==> config.mk <==
export PLATFORM = sky130hd
export DESIGN_NAME = remote_comm
export DESIGN_NICKNAME = d
export VERILOG_FILES = /design/src/rtl/remote_comm.sv
export SDC_FILE = /design/constraint.sdc
export NUM_CORES = 1
export LEC_CHECK = 0
export ABC_AREA = 0
export CAP_MARGIN = 15
export CORE_ASPECT_RATIO = 2
export CORE_MARGIN = 8
export CORE_UTILIZATION = 30
export DETAILED_ROUTE_END_ITERATION = 16
export PLACE_DENSITY = 0.55
export SLEW_MARGIN = 20
export SYNTH_ARGS = -nofsm -noshare
export SYNTH_HDL_FRONTEND = slang
export SYNTH_SLANG_ARGS = --single-unit
==> constraint.sdc <==
create_clock -name clk -period 2.44 [get_ports clk]
set_input_delay 0.366 -clock clk [delete_from_list [all_inputs] [get_ports clk]]
set_output_delay 0.366 -clock clk [all_outputs]
set_load 0.01 [all_outputs]
==> src/rtl/remote_comm.sv <==
`default_nettype none
// ============================================================================
//  Module      : remote_comm
//  Description : Serializes a 16-bit command word as two back-to-back UART
//                frames (high byte first, 8N1, LSB first) on TX. Reports
//                progress on busy and completion on a sticky cmd_sent flag.
//  Revision    : 1.0 - initial release
// ============================================================================
module remote_comm #(
  parameter int BAUD_DIV = 2604
) (
  input  logic        clk,
  input  logic        rst,
  input  logic [15:0] cmd,
  input  logic        snd_cmd,
  output logic        TX,
  output logic        busy,
  output logic        cmd_sent
);

  localparam int             BAUD_W    = (BAUD_DIV > 2) ? $clog2(BAUD_DIV) : 1;
  localparam logic [BAUD_W-1:0] BAUD_LAST = BAUD_W'(BAUD_DIV - 1);
  localparam logic [3:0]     BIT_LAST  = 4'd10;

  localparam logic [1:0] S_IDLE    = 2'd0;
  localparam logic [1:0] S_TX_HIGH = 2'd1;
  localparam logic [1:0] S_TX_LOW  = 2'd2;

  logic [1:0]        state_q, state_d;
  logic [15:0]       hold_q,  hold_d;
  logic [9:0]        shift_q, shift_d;
  logic [BAUD_W-1:0] baud_q,  baud_d;
  logic [3:0]        bit_q,   bit_d;
  logic              tx_q,    tx_d;
  logic              sent_q,  sent_d;
  logic              bit_boundary;

  // A new bit is emitted one clock after accept (bit_q==0) and then every
  // BAUD_DIV clocks once the baud counter reaches its last count.
  assign bit_boundary = (bit_q == 4'd0) || (baud_q == BAUD_LAST);

  // Next-state logic for the command FSM, frame shifter and counters.
  always_comb begin
    state_d = state_q;
    hold_d  = hold_q;
    shift_d = shift_q;
    baud_d  = baud_q;
    bit_d   = bit_q;
    tx_d    = tx_q;
    sent_d  = sent_q;
    case (state_q)
      S_IDLE: begin
        tx_d   = 1'b1;
        baud_d = '0;
        bit_d  = 4'd0;
        if (snd_cmd) begin
          hold_d  = cmd;
          shift_d = {1'b1, cmd[15:8], 1'b0};
          sent_d  = 1'b0;
          state_d = S_TX_HIGH;
        end
      end
      S_TX_HIGH, S_TX_LOW: begin
        if (bit_boundary) begin
          baud_d = '0;
          if (bit_q == BIT_LAST) begin
            if (state_q == S_TX_HIGH) begin
              // Low byte start bit goes out on the same edge that ends the
              // high byte stop bit, so the two frames are contiguous.
              state_d = S_TX_LOW;
              tx_d    = 1'b0;
              shift_d = {1'b1, 1'b1, hold_q[7:0]};
              bit_d   = 4'd1;
            end else begin
              state_d = S_IDLE;
              tx_d    = 1'b1;
              bit_d   = 4'd0;
              sent_d  = 1'b1;
            end
          end else begin
            tx_d    = shift_q[0];
            shift_d = {1'b1, shift_q[9:1]};
            bit_d   = bit_q + 4'd1;
          end
        end else begin
          baud_d = baud_q + BAUD_W'(1);
        end
      end
      default: begin
        state_d = S_IDLE;
        tx_d    = 1'b1;
        baud_d  = '0;
        bit_d   = 4'd0;
      end
    endcase
  end

  // State registers with asynchronous reset to the idle line condition.
  always_ff @(posedge clk or posedge rst) begin
    if (rst) begin
      state_q <= S_IDLE;
      hold_q  <= '0;
      shift_q <= '0;
      baud_q  <= '0;
      bit_q   <= 4'd0;
      tx_q    <= 1'b1;
      sent_q  <= 1'b0;
    end else begin
      state_q <= state_d;
      hold_q  <= hold_d;
      shift_q <= shift_d;
      baud_q  <= baud_d;
      bit_q   <= bit_d;
      tx_q    <= tx_d;
      sent_q  <= sent_d;
    end
  end

  assign TX       = tx_q;
  assign busy     = (state_q != S_IDLE);
  assign cmd_sent = sent_q;

endmodule
`default_nettype wire
==> results of run 1 <==
==> worst max-delay path, stage by stage (launching register included) <==
cell and delay (ps):
dfrtp_1 410, inv_1 110, ha_1 150, inv_1 50, o31a_1 370, a21oi_2 510, mux2_2 400
==> layout make-up <==
class / instances / area (µm²)
multi-input combinational: 130 / 966
clock buffer: 6 / 139
timing repair buffer: 27 / 255
sequential: 38 / 952
fill: 717 / 4040
inverter: 11 / 41.3
clock inverter: 2 / 12.5
tap: 88 / 110
==> layer usage <==
layer | GRT usage [%] | wire length (µm)
met1 | 11.4 | 1860
met3 | 3.13 | 214
met5 | 0 | 0
met2 | 14.2 | 1870
met4 | 3.92 | 94
==> kinds of logic after synthesis <==
family          share of synthesized area [%]
flops                                    47.7
buf+inv                                  4.01
simple gates                             14.3
mux                                      14.6
fa+ha+maj                                3.76
xor+xnor                                 4.38
compound gates                           11.3
==> sequential cells by signal (all words and copies together), names as in the netlist <==
name and cells:
hold_q 8, cmd_sent 1, bit_q 4, TX 1, state_q 2, shift_q 10
baud_q 12
==> synth_stat cells, drive strengths merged, types with 3 or more instances <==
library cell / count
dfrtp: 37
nor2: 25
mux2: 17
inv: 11
a21oi: 10
mux2i: 10
nand3: 9
xnor2: 8
nand2: 7
ha: 6
buf: 5
nor3: 4
nand4: 3
o211ai: 3
==> path summary, 6_finish.rpt <==
kind                                        startpoint                      to  cells past startpoint
worst max-delay path              bit_q[0]$_DFFE_PP0N_  shift_q[3]$_DFFE_PP0P_                      6
max in group asynchronous                          rst          TX$_DFFE_PP1N_                      3
worst min-delay path            shift_q[9]$_DFFE_PP0P_  shift_q[9]$_DFFE_PP0P_                      1
worst min register to register  shift_q[9]$_DFFE_PP0P_  shift_q[9]$_DFFE_PP0P_                      1
worst max register to register    bit_q[0]$_DFFE_PP0N_  shift_q[3]$_DFFE_PP0P_                      6
min in group asynchronous                          rst     baud_q[2]$_DFF_PP0_                      3
==> layout by cell type, fill, tap and decap left out, types with 3 or more instances in the layout <==
cell type / instances
xnor2_1: 8
nor2_1: 25
mux2i_1: 10
nand4_1: 3
dfrtp_1: 37
nand3_1: 9
a21oi_1: 9
nand2_1: 7
o211ai_1: 3
clkbuf_16: 5
mux2_2: 17
ha_1: 6
nor3_1: 4
inv_1: 11
buf_4: 6
clkdlybuf4s50_1: 21
==> metrics by stage <==
| stage | power, W | utilization [%] | setup WS (ps) |
|---|---|---|---|
| 5_1_grt | 0.00138 | 38.0 | 188 |
| 3_3_place_gp | 0.000687 | 35.7 | 283 |
| 3_5_place_dp | 0.000688 | 35.7 | 209 |
| 2_1_floorplan | 0.000652 | - | 539 |
| 4_1_cts | 0.00135 | 38.0 | 321 |
| 6_report | 0.00133 | 38.0 | 319 |
==> power by group through the flow <==
stage	Combinational [W]	Sequential [W]	Clock, W
after global routing	0.0000499	0.000630	0.000700
after detailed placement	0.0000460	0.000642	0
after global placement	0.0000453	0.000642	0
final	0.0000442	0.000630	0.000651
after floorplan	0.0000103	0.000642	0
after CTS	0.0000460	0.000630	0.000675
==> impl_metrics.csv, run 1 <==
group,metric,value,unit
clock_tree,clockRootBuffer,"clkbuf_16",
final_layout,num_antenna_cells,0,
route,wl_per_cell,13.3,µm
setup_path,cp_max_fo,9,
clock_tree,h-tree-depth,2,
route,ant_nets,0,
clock_tree,cts_buffers,5,
setup_path,endpoint_kind,"flop",
placed_design,place_area,0.00232,mm²
power,pwr-share-seq,47.6,%
yosys,synthCells,186,
sta,drv_slew,0,
placed_design,dp_hpwl,2900,µm
die,core,0.00652,mm²
yosys,ys_ff_latch,38,
die,die_area,0.00969,mm²
power,leakagePower,1.11,nW
placed_design,port_buffers,21,
die,num_rows,42,
power,power.switching,0.000264,W
clock_tree,clock_path_buffers,2,
global_routing,grtUsageTotal,9.32,%
power,powerDensity,535,mW/mm²
setup_path,required,2600,ps
die,die_w,73.7,µm
clock_tree,clock_sinks,38,
final_layout,area_growth,23.9,%
global_routing,gr-total-overflow,0,
min_path,hold_path_class,"reg2reg",
global_routing,grt_start_max_net_pins,39,
route,drt_iter0_drc,60,
power,intPower,0.00106,W
setup_path,start_kind,"flop",
clock_tree,path_clk_slew,60,ps
setup_path,crit_type,"reg2reg",
setup_path,r2r_slack,320,ps
sta,finalHoldViolCount,0,
clock_tree,cts_tree,"done",
final_layout,drive_gt1_share,18.7,%
setup_path,worstPathArrival,2280,ps
sta,setup_viol,0,
sta,slew-limit-headroom,61.7,%
power,ir_worst_vdd,326,µV
clock_tree,cts_resized,0,
yosys,ys_warn_count,0,
power,p_clk_share,49.1,%
yosys,synth_seq_area_share,47.7,%
sta,fin_skew,7.27,ps
placed_design,gp_congestion,0.797,
die,initial_core_util,30.7,%
clock_tree,insertion_delay,280,ps
sta,fin_setup_tns,0,ps
die,die_h,131,µm
route,dr_total_vias,1408,
global_routing,grt_pass1_vias,1560,
power,p_comb_share,3.3,%
yosys,syn_area_per_cell,10.7,µm²
yosys,synthFlopType,"dfrtp_1",
final_layout,nets,238,
sta,tightest_slew,570,ps
yosys,syn_area,0.00200,mm²
sta,hold_ws,472,ps
route,routed_wl,4030,µm
global_routing,grt_pass1_wl,7250,µm
sta,rsz0062_at_grt,"no",
sta,max_clock_freq,472,MHz
final_layout,layout.cells.non_filler,302,
flow_run,maxCapViolations,0,
yosys,synth_top_cell_by_area,"dfrtp_1",
power,switching_share,19.9,%
final_layout,final_area,0.00248,mm²
die,ios,22,
clock_tree,hold_buffers,0,
route,drc,0,
yosys,synthArstFlopShare,100,%
status,status,"finished clean",
yosys,synth_cell_types,41,
clock_tree,post_cts_buffers,0,
route,vias_per_cell,4.66,
placed_design,placed_cells,294,
yosys,synthTopCellsByArea,"dfrtp_1 (46%), mux2_2 (9.6%), mux2i_1 (5.0%)",
sta,fin_crit_sh,86.9,%
sta,fin_crit,2120,ps
route,drtPass1Iterations,4,
global_routing,antenna_found_initial,0,
yosys,synth_edf_count,0,
yosys,synth_top_area_share,46.3,%
yosys,syn_nets,211,
Note: power is estimated with default switching activity, not from simulation.
==> run 2: changes to the inputs <==
==> constraint.sdc (replaced) <==
create_clock -name clk -period 2.58 [get_ports clk]
set_input_delay 0.387 -clock clk [delete_from_list [all_inputs] [get_ports clk]]
set_output_delay 0.387 -clock clk [all_outputs]
set_load 0.01 [all_outputs]
==> run 2 against run 1 <==
Against the previous run:
- cell count is 0.33% lower
- non-clock buffer count is 1 lower
- sequential cell count did not move
- critical endpoint unchanged
- largest cell class unchanged
- largest power group unchanged
==> impl_metrics.csv, run 2 (same netlist as run 1, synthesis figures left out) <==
group,metric,value,unit
status,status,"finished clean",
clock_tree,post_cts_buffers,0,
power,powerDensity,506,mW/mm²
sta,finalHoldViolCount,0,
sta,drv_slew,0,
setup_path,crit_type,"reg2reg",
clock_tree,cts_buffers,5,
clock_tree,clock_path_buffers,2,
route,drc,0,
clock_tree,hold_buffers,0,
final_layout,area_growth,23.4,%
global_routing,antenna_found_initial,0,
sta,fin_crit_sh,81.6,%
setup_path,crit_top_cell,"inv_1",
route,drt_iter0_drc,91,
die,num_rows,42,
clock_tree,path_clk_slew,60,ps
die,core,0.00652,mm²
setup_path,rr_endpoint,"shift_q[3]$_DFFE_PP0P_",
placed_design,dp_slack,358,ps
sta,rsz0062_at_grt,"no",
route,routed_wl,4000,µm
final_layout,largest_register,"baud_q",
power,ir_worst_vdd,383,µV
die,initial_core_util,30.7,%
clock_tree,clockRootBuffer,"clkbuf_16",
setup_path,start_kind,"flop",
global_routing,grt_pass1_wl,7030,µm
die,ios,22,
sta,slew-limit-headroom,58.6,%
global_routing,grtUsageTotal,8.92,%
clock_tree,h-tree-depth,2,
route,drtPass1Iterations,4,
die,die_area,0.00969,mm²
setup_path,worstRegToRegCells,6,
sta,fin_setup_tns,0,ps
sta,hold_ws,486,ps
setup_path,critPathSlowestCell,"a21oi_2",
setup_path,max_stage_delay,500,ps
clock_tree,clock_sinks,38,
final_layout,top_regs,"baud_q: 12 flops, shift_q: 10 flops, hold_q: 8 flops",
route,wl_per_cell,13.3,µm
placed_design,gp_congestion,0.807,
sta,max_clock_freq,475,MHz
final_layout,largest_register_ff_count,12,
setup_path,crit_chain,"inv_1 > ha_1 > inv_1 > o31a_1 > a21oi_2 > mux2_2",
setup_path,rr_startpoint,"bit_q[0]$_DFFE_PP0N_",
die,die_w,73.7,µm
setup_path,r2r_slack,470,ps
power,leakagePower,1.11,nW
final_layout,num_antenna_cells,0,
final_layout,fillCellCount,706,
sta,tightest_slew,616,ps
min_path,hold_path_depth,1,
setup_path,worstPathArrival,2260,ps
die,die_h,131,µm
global_routing,gr-total-overflow,0,
setup_path,crit_buf_inv,2,
setup_path,cp_max_fo,9,
setup_path,required,2740,ps
sta,fin_crit,2110,ps
clock_tree,cts_tree,"done",
route,dr_total_vias,1455,
min_path,min-delay-start,"shift_q[9]$_DFFE_PP0P_",
clock_tree,cts_resized,0,
setup_path,cp_top_family,"compound AO/OA/AOI/OAI gates",
setup_path,crit_start,"bit_q[0]$_DFFE_PP0N_",
final_layout,final_area,0.00246,mm²
sta,setup_slack,474,ps
placed_design,place_area,0.00232,mm²
flow_run,maxCapViolations,0,
route,ant_nets,0,
sta,fin_skew,2.10,ps
placed_design,port_buffers,21,
min_path,hold_end,"shift_q[9]$_DFFE_PP0P_",
route,vias_per_cell,4.83,
final_layout,nets,237,
global_routing,grt_pass1_vias,1526,
min_path,hold_path_class,"reg2reg",
placed_design,dp_hpwl,2880,µm
sta,setup_viol,0,
final_layout,layout_common_cells,"dfrtp_1 (37), nor2_1 (25), clkdlybuf4s50_1 (21)",
final_layout,final_common_cell,"dfrtp_1",
setup_path,endpoint_kind,"flop",
clock_tree,insertion_delay,270,ps
final_layout,drive_gt1_share,17.8,%
global_routing,grt_start_max_net_pins,39,
## run 2: cell type report
class	instances	area, µm²	share of cell area [%]
inverter	11	41.3	1.68
timing repair buffer	26	248	10.1
sequential	38	952	38.6
multi-input combinational	130	966	39.2
tap	88	110	4.47
clock buffer	7	143	5.79
clock inverter	1	5.00	0.203
## run 2: power by group
part,internal (W),switching (W),leakage (nW)
combinational,0.0000254,0.0000164,0.538
sequential,0.000596,0,0.497
clock,0.000383,0.000227,0.0739
## run 2: how the worst max path moves through the flow
stage	end	slack, ps	cells past startpoint
finish	shift_q[3]$_DFFE_PP0P_	470	6
global route	shift_q[5]$_DFFE_PP0P_	320	6
CTS	shift_q[6]$_DFFE_PP0P_	440	6
detailed placement	shift_q[6]$_DFFE_PP0P_	360	5
global placement	shift_q[6]$_DFFE_PP0P_	400	5
floorplan	shift_q[1]$_DFFE_PP0P_	680	7
## run 2: per-stage QoR
stage,cells,util [%],power [W]
CTS,301,37.8,0.00126
finish,301,37.8,0.00125
global placement,293,35.6,0.000650
detailed placement,293,35.6,0.000650
floorplan,186,-,0.000617
global route,301,37.8,0.00128
## run 2: metal layers
layer	vias to the layer above	track usage, %	share of wire, %
met5	-	0	0
met4	0	3.14	1.8
met3	7	2.59	4.6
met2	34	13.8	48
met1	699	11.2	46
li1	715	-	-
## run 2: worst reg2reg max path: cells and delay by family, from the launching register on
kind                     cells  cell delay (ps)
multiplexers                 1              400
AO/OA/AOI/OAI                2              880
adder cells (fa/ha/maj)      1              150
buffers and inverters        2              160
flip-flops                   1              400
==> run 3: changes to the inputs <==
--- a/config.mk
+++ b/config.mk
@@ -11,7 +11,7 @@
 export CORE_MARGIN = 8
 export CORE_UTILIZATION = 30
 export DETAILED_ROUTE_END_ITERATION = 16
-export PLACE_DENSITY = 0.55
+export PLACE_DENSITY = 0.57
 export SLEW_MARGIN = 20
 export SYNTH_ARGS = -nofsm -noshare
 export SYNTH_HDL_FRONTEND = slang
==> constraint.sdc (replaced) <==
create_clock -name clk -period 1.8 [get_ports clk]
set_input_delay 0.27 -clock clk [delete_from_list [all_inputs] [get_ports clk]]
set_output_delay 0.27 -clock clk [all_outputs]
set_load 0.01 [all_outputs]
==> run 3 against run 2 <==
Against the previous run:
- clock power grew 58%
- cell count grew 12%
- core utilization grew 5.9 points
- first-iteration DRC count shrank 24%
- wire length grew 10%
==> impl_metrics.csv, run 3 (same netlist as run 1, synthesis figures left out) <==
group,metric,value,unit
status,status,"finished clean",
route,wl_per_cell,13.1,µm
die,core,0.00652,mm²
power,p_total,0.00188,W
sta,fin_crit_sh,98.4,%
power,leakagePower,1.30,nW
placed_design,port_buffers,21,
final_layout,layout_common_cells,"dfrtp_1 (37), buf_4 (35), nor2_1 (25)",
clock_tree,cts_tree,"done",
sta,max_clock_freq,565,MHz
sta,fin_crit,1770,ps
global_routing,grt_pass1_wl,7380,µm
setup_path,critical_path_depth,6,
route,ant_nets,0,
setup_path,rr_endpoint,"shift_q[7]$_DFFE_PP0P_",
setup_path,cp_top_family,"compound AO/OA/AOI/OAI gates",
final_layout,nets,273,
route,drc,0,
final_layout,drive_gt1_share,33.3,%
setup_path,required,1960,ps
setup_path,worstPathArrival,1930,ps
placed_design,gp_congestion,0.810,
setup_path,crit_start,"bit_q[0]$_DFFE_PP0N_",
clock_tree,hold_buffers,0,
die,die_w,73.7,µm
sta,fin_skew,7.33,ps
flow_run,maxCapViolations,0,
final_layout,num_antenna_cells,0,
die,die_h,131,µm
route,vias_per_cell,4.71,
sta,fin_setup_tns,0,ps
placed_design,placed_cells,324,
setup_path,worstRegToRegCells,6,
final_layout,layout.cells.non_filler,337,
power,powerDensity,662,mW/mm²
final_layout,largest_register,"baud_q",
route,dr_total_vias,1586,
clock_tree,path_clk_slew,60,ps
global_routing,grtUsageTotal,9.37,%
clock_tree,clockRootBuffer,"clkbuf_16",
setup_path,cp_max_fo,6,
sta,tightest_slew,377,ps
setup_path,endpoint_kind,"flop",
min_path,hold_path_class,"in2async",
final_layout,largest_register_ff_count,12,
sta,setup_viol,0,
global_routing,grt_pass1_vias,1606,
clock_tree,h-tree-depth,2,
die,die_area,0.00969,mm²
clock_tree,clock_sinks,38,
route,drtPass1Iterations,4,
final_layout,final_common_cell,"dfrtp_1",
power,ir_worst_vdd,540,µV
sta,finalHoldViolCount,0,
final_layout,area_growth,42.5,%
setup_path,max_stage_delay,380,ps
setup_path,crit_chain,"inv_2 > ha_4 > inv_2 > o31a_1 > a21oi_4 > mux2_2",
final_layout,fin_util,43.7,%
global_routing,antenna_found_initial,0,
setup_path,start_kind,"flop",
clock_tree,clock_path_buffers,2,
die,num_rows,42,
setup_path,crit_type,"reg2reg",
setup_path,crit_top_cell,"inv_2",
route,routed_wl,4420,µm
die,ios,22,
setup_path,r2r_slack,30,ps
die,initial_core_util,30.7,%
setup_path,crit_buf_inv,2,
sta,hold_ws,353,ps
route,drt_iter0_drc,69,
sta,rsz0062_at_grt,"yes",
sta,drv_slew,0,
placed_design,dp_hpwl,3280,µm
clock_tree,cts_buffers,5,
setup_path,rr_startpoint,"bit_q[0]$_DFFE_PP0N_",
sta,slew-limit-headroom,74.9,%
final_layout,top_regs,"baud_q: 12 flops, shift_q: 10 flops, hold_q: 8 flops",
global_routing,grt_start_max_net_pins,39,
global_routing,gr-total-overflow,0,
clock_tree,insertion_delay,270,ps
setup_path,critPathSlowestCell,"dfrtp_1",
run 3: worst max-delay path by stage:
stage,to,slack [ps]
floorplan,shift_q[0]$_DFFE_PP0P_,-20
global placement,bit_q[3]$_DFFE_PP0N_,-40
detailed placement,bit_q[3]$_DFFE_PP0N_,-60
CTS,shift_q[0]$_DFFE_PP0P_,20
global route,shift_q[7]$_DFFE_PP0P_,-50
finish,shift_q[7]$_DFFE_PP0P_,30
run 3: what timing repair did:
action,4_1_cts,5_1_grt
setup endpoints to repair,14,21
pin swaps,2,4
cloned,1,0
endpoints found under the hold margin,0,0
buffers inserted,3,1
gates resized for setup,6,12
run 3: worst reg2reg max path, cell delays in order, from the launching register on:
cell and delay [ps]:
dfrtp_1 380, inv_2 100, ha_4 130, inv_2 30, o31a_1 350, a21oi_4 290
mux2_2 360
run 3: power breakdown:
| group | switching (W) | internal (W) |
|---|---|---|
| Clock | 0.000310 | 0.000654 |
| Sequential | 0 | 0.000855 |
| Combinational | 0.0000246 | 0.0000409 |
run 3: final cells by class:
type | count | area [µm²]
Tap cell | 88 | 110
Clock inverter | 1 | 30.0
Fill cell | 652 | 3670
Multi-Input combinational cell | 131 | 1040
Timing Repair Buffer | 61 | 546
Clock buffer | 7 | 133
Inverter | 11 | 41.3
Sequential cell | 38 | 952
run 3: per-layer routing:
layer | vias up | GRT usage [%] | wire length (µm)
met2 | 31 | 15.6 | 2200
met4 | 0 | 2.13 | 34
met1 | 761 | 11.4 | 2010
li1 | 789 | - | -
met5 | - | 0 | 0
met3 | 5 | 2.59 | 178
run 3: through the flow:
step / setup WS, ps / area (µm²)
2_1_floorplan: -20.2 / 2010
3_3_place_gp: -38.8 / 2590
3_5_place_dp: -55.7 / 2590
4_1_cts: 21.6 / 2810
5_1_grt: -52.7 / 2850
6_report: 29.7 / 2850
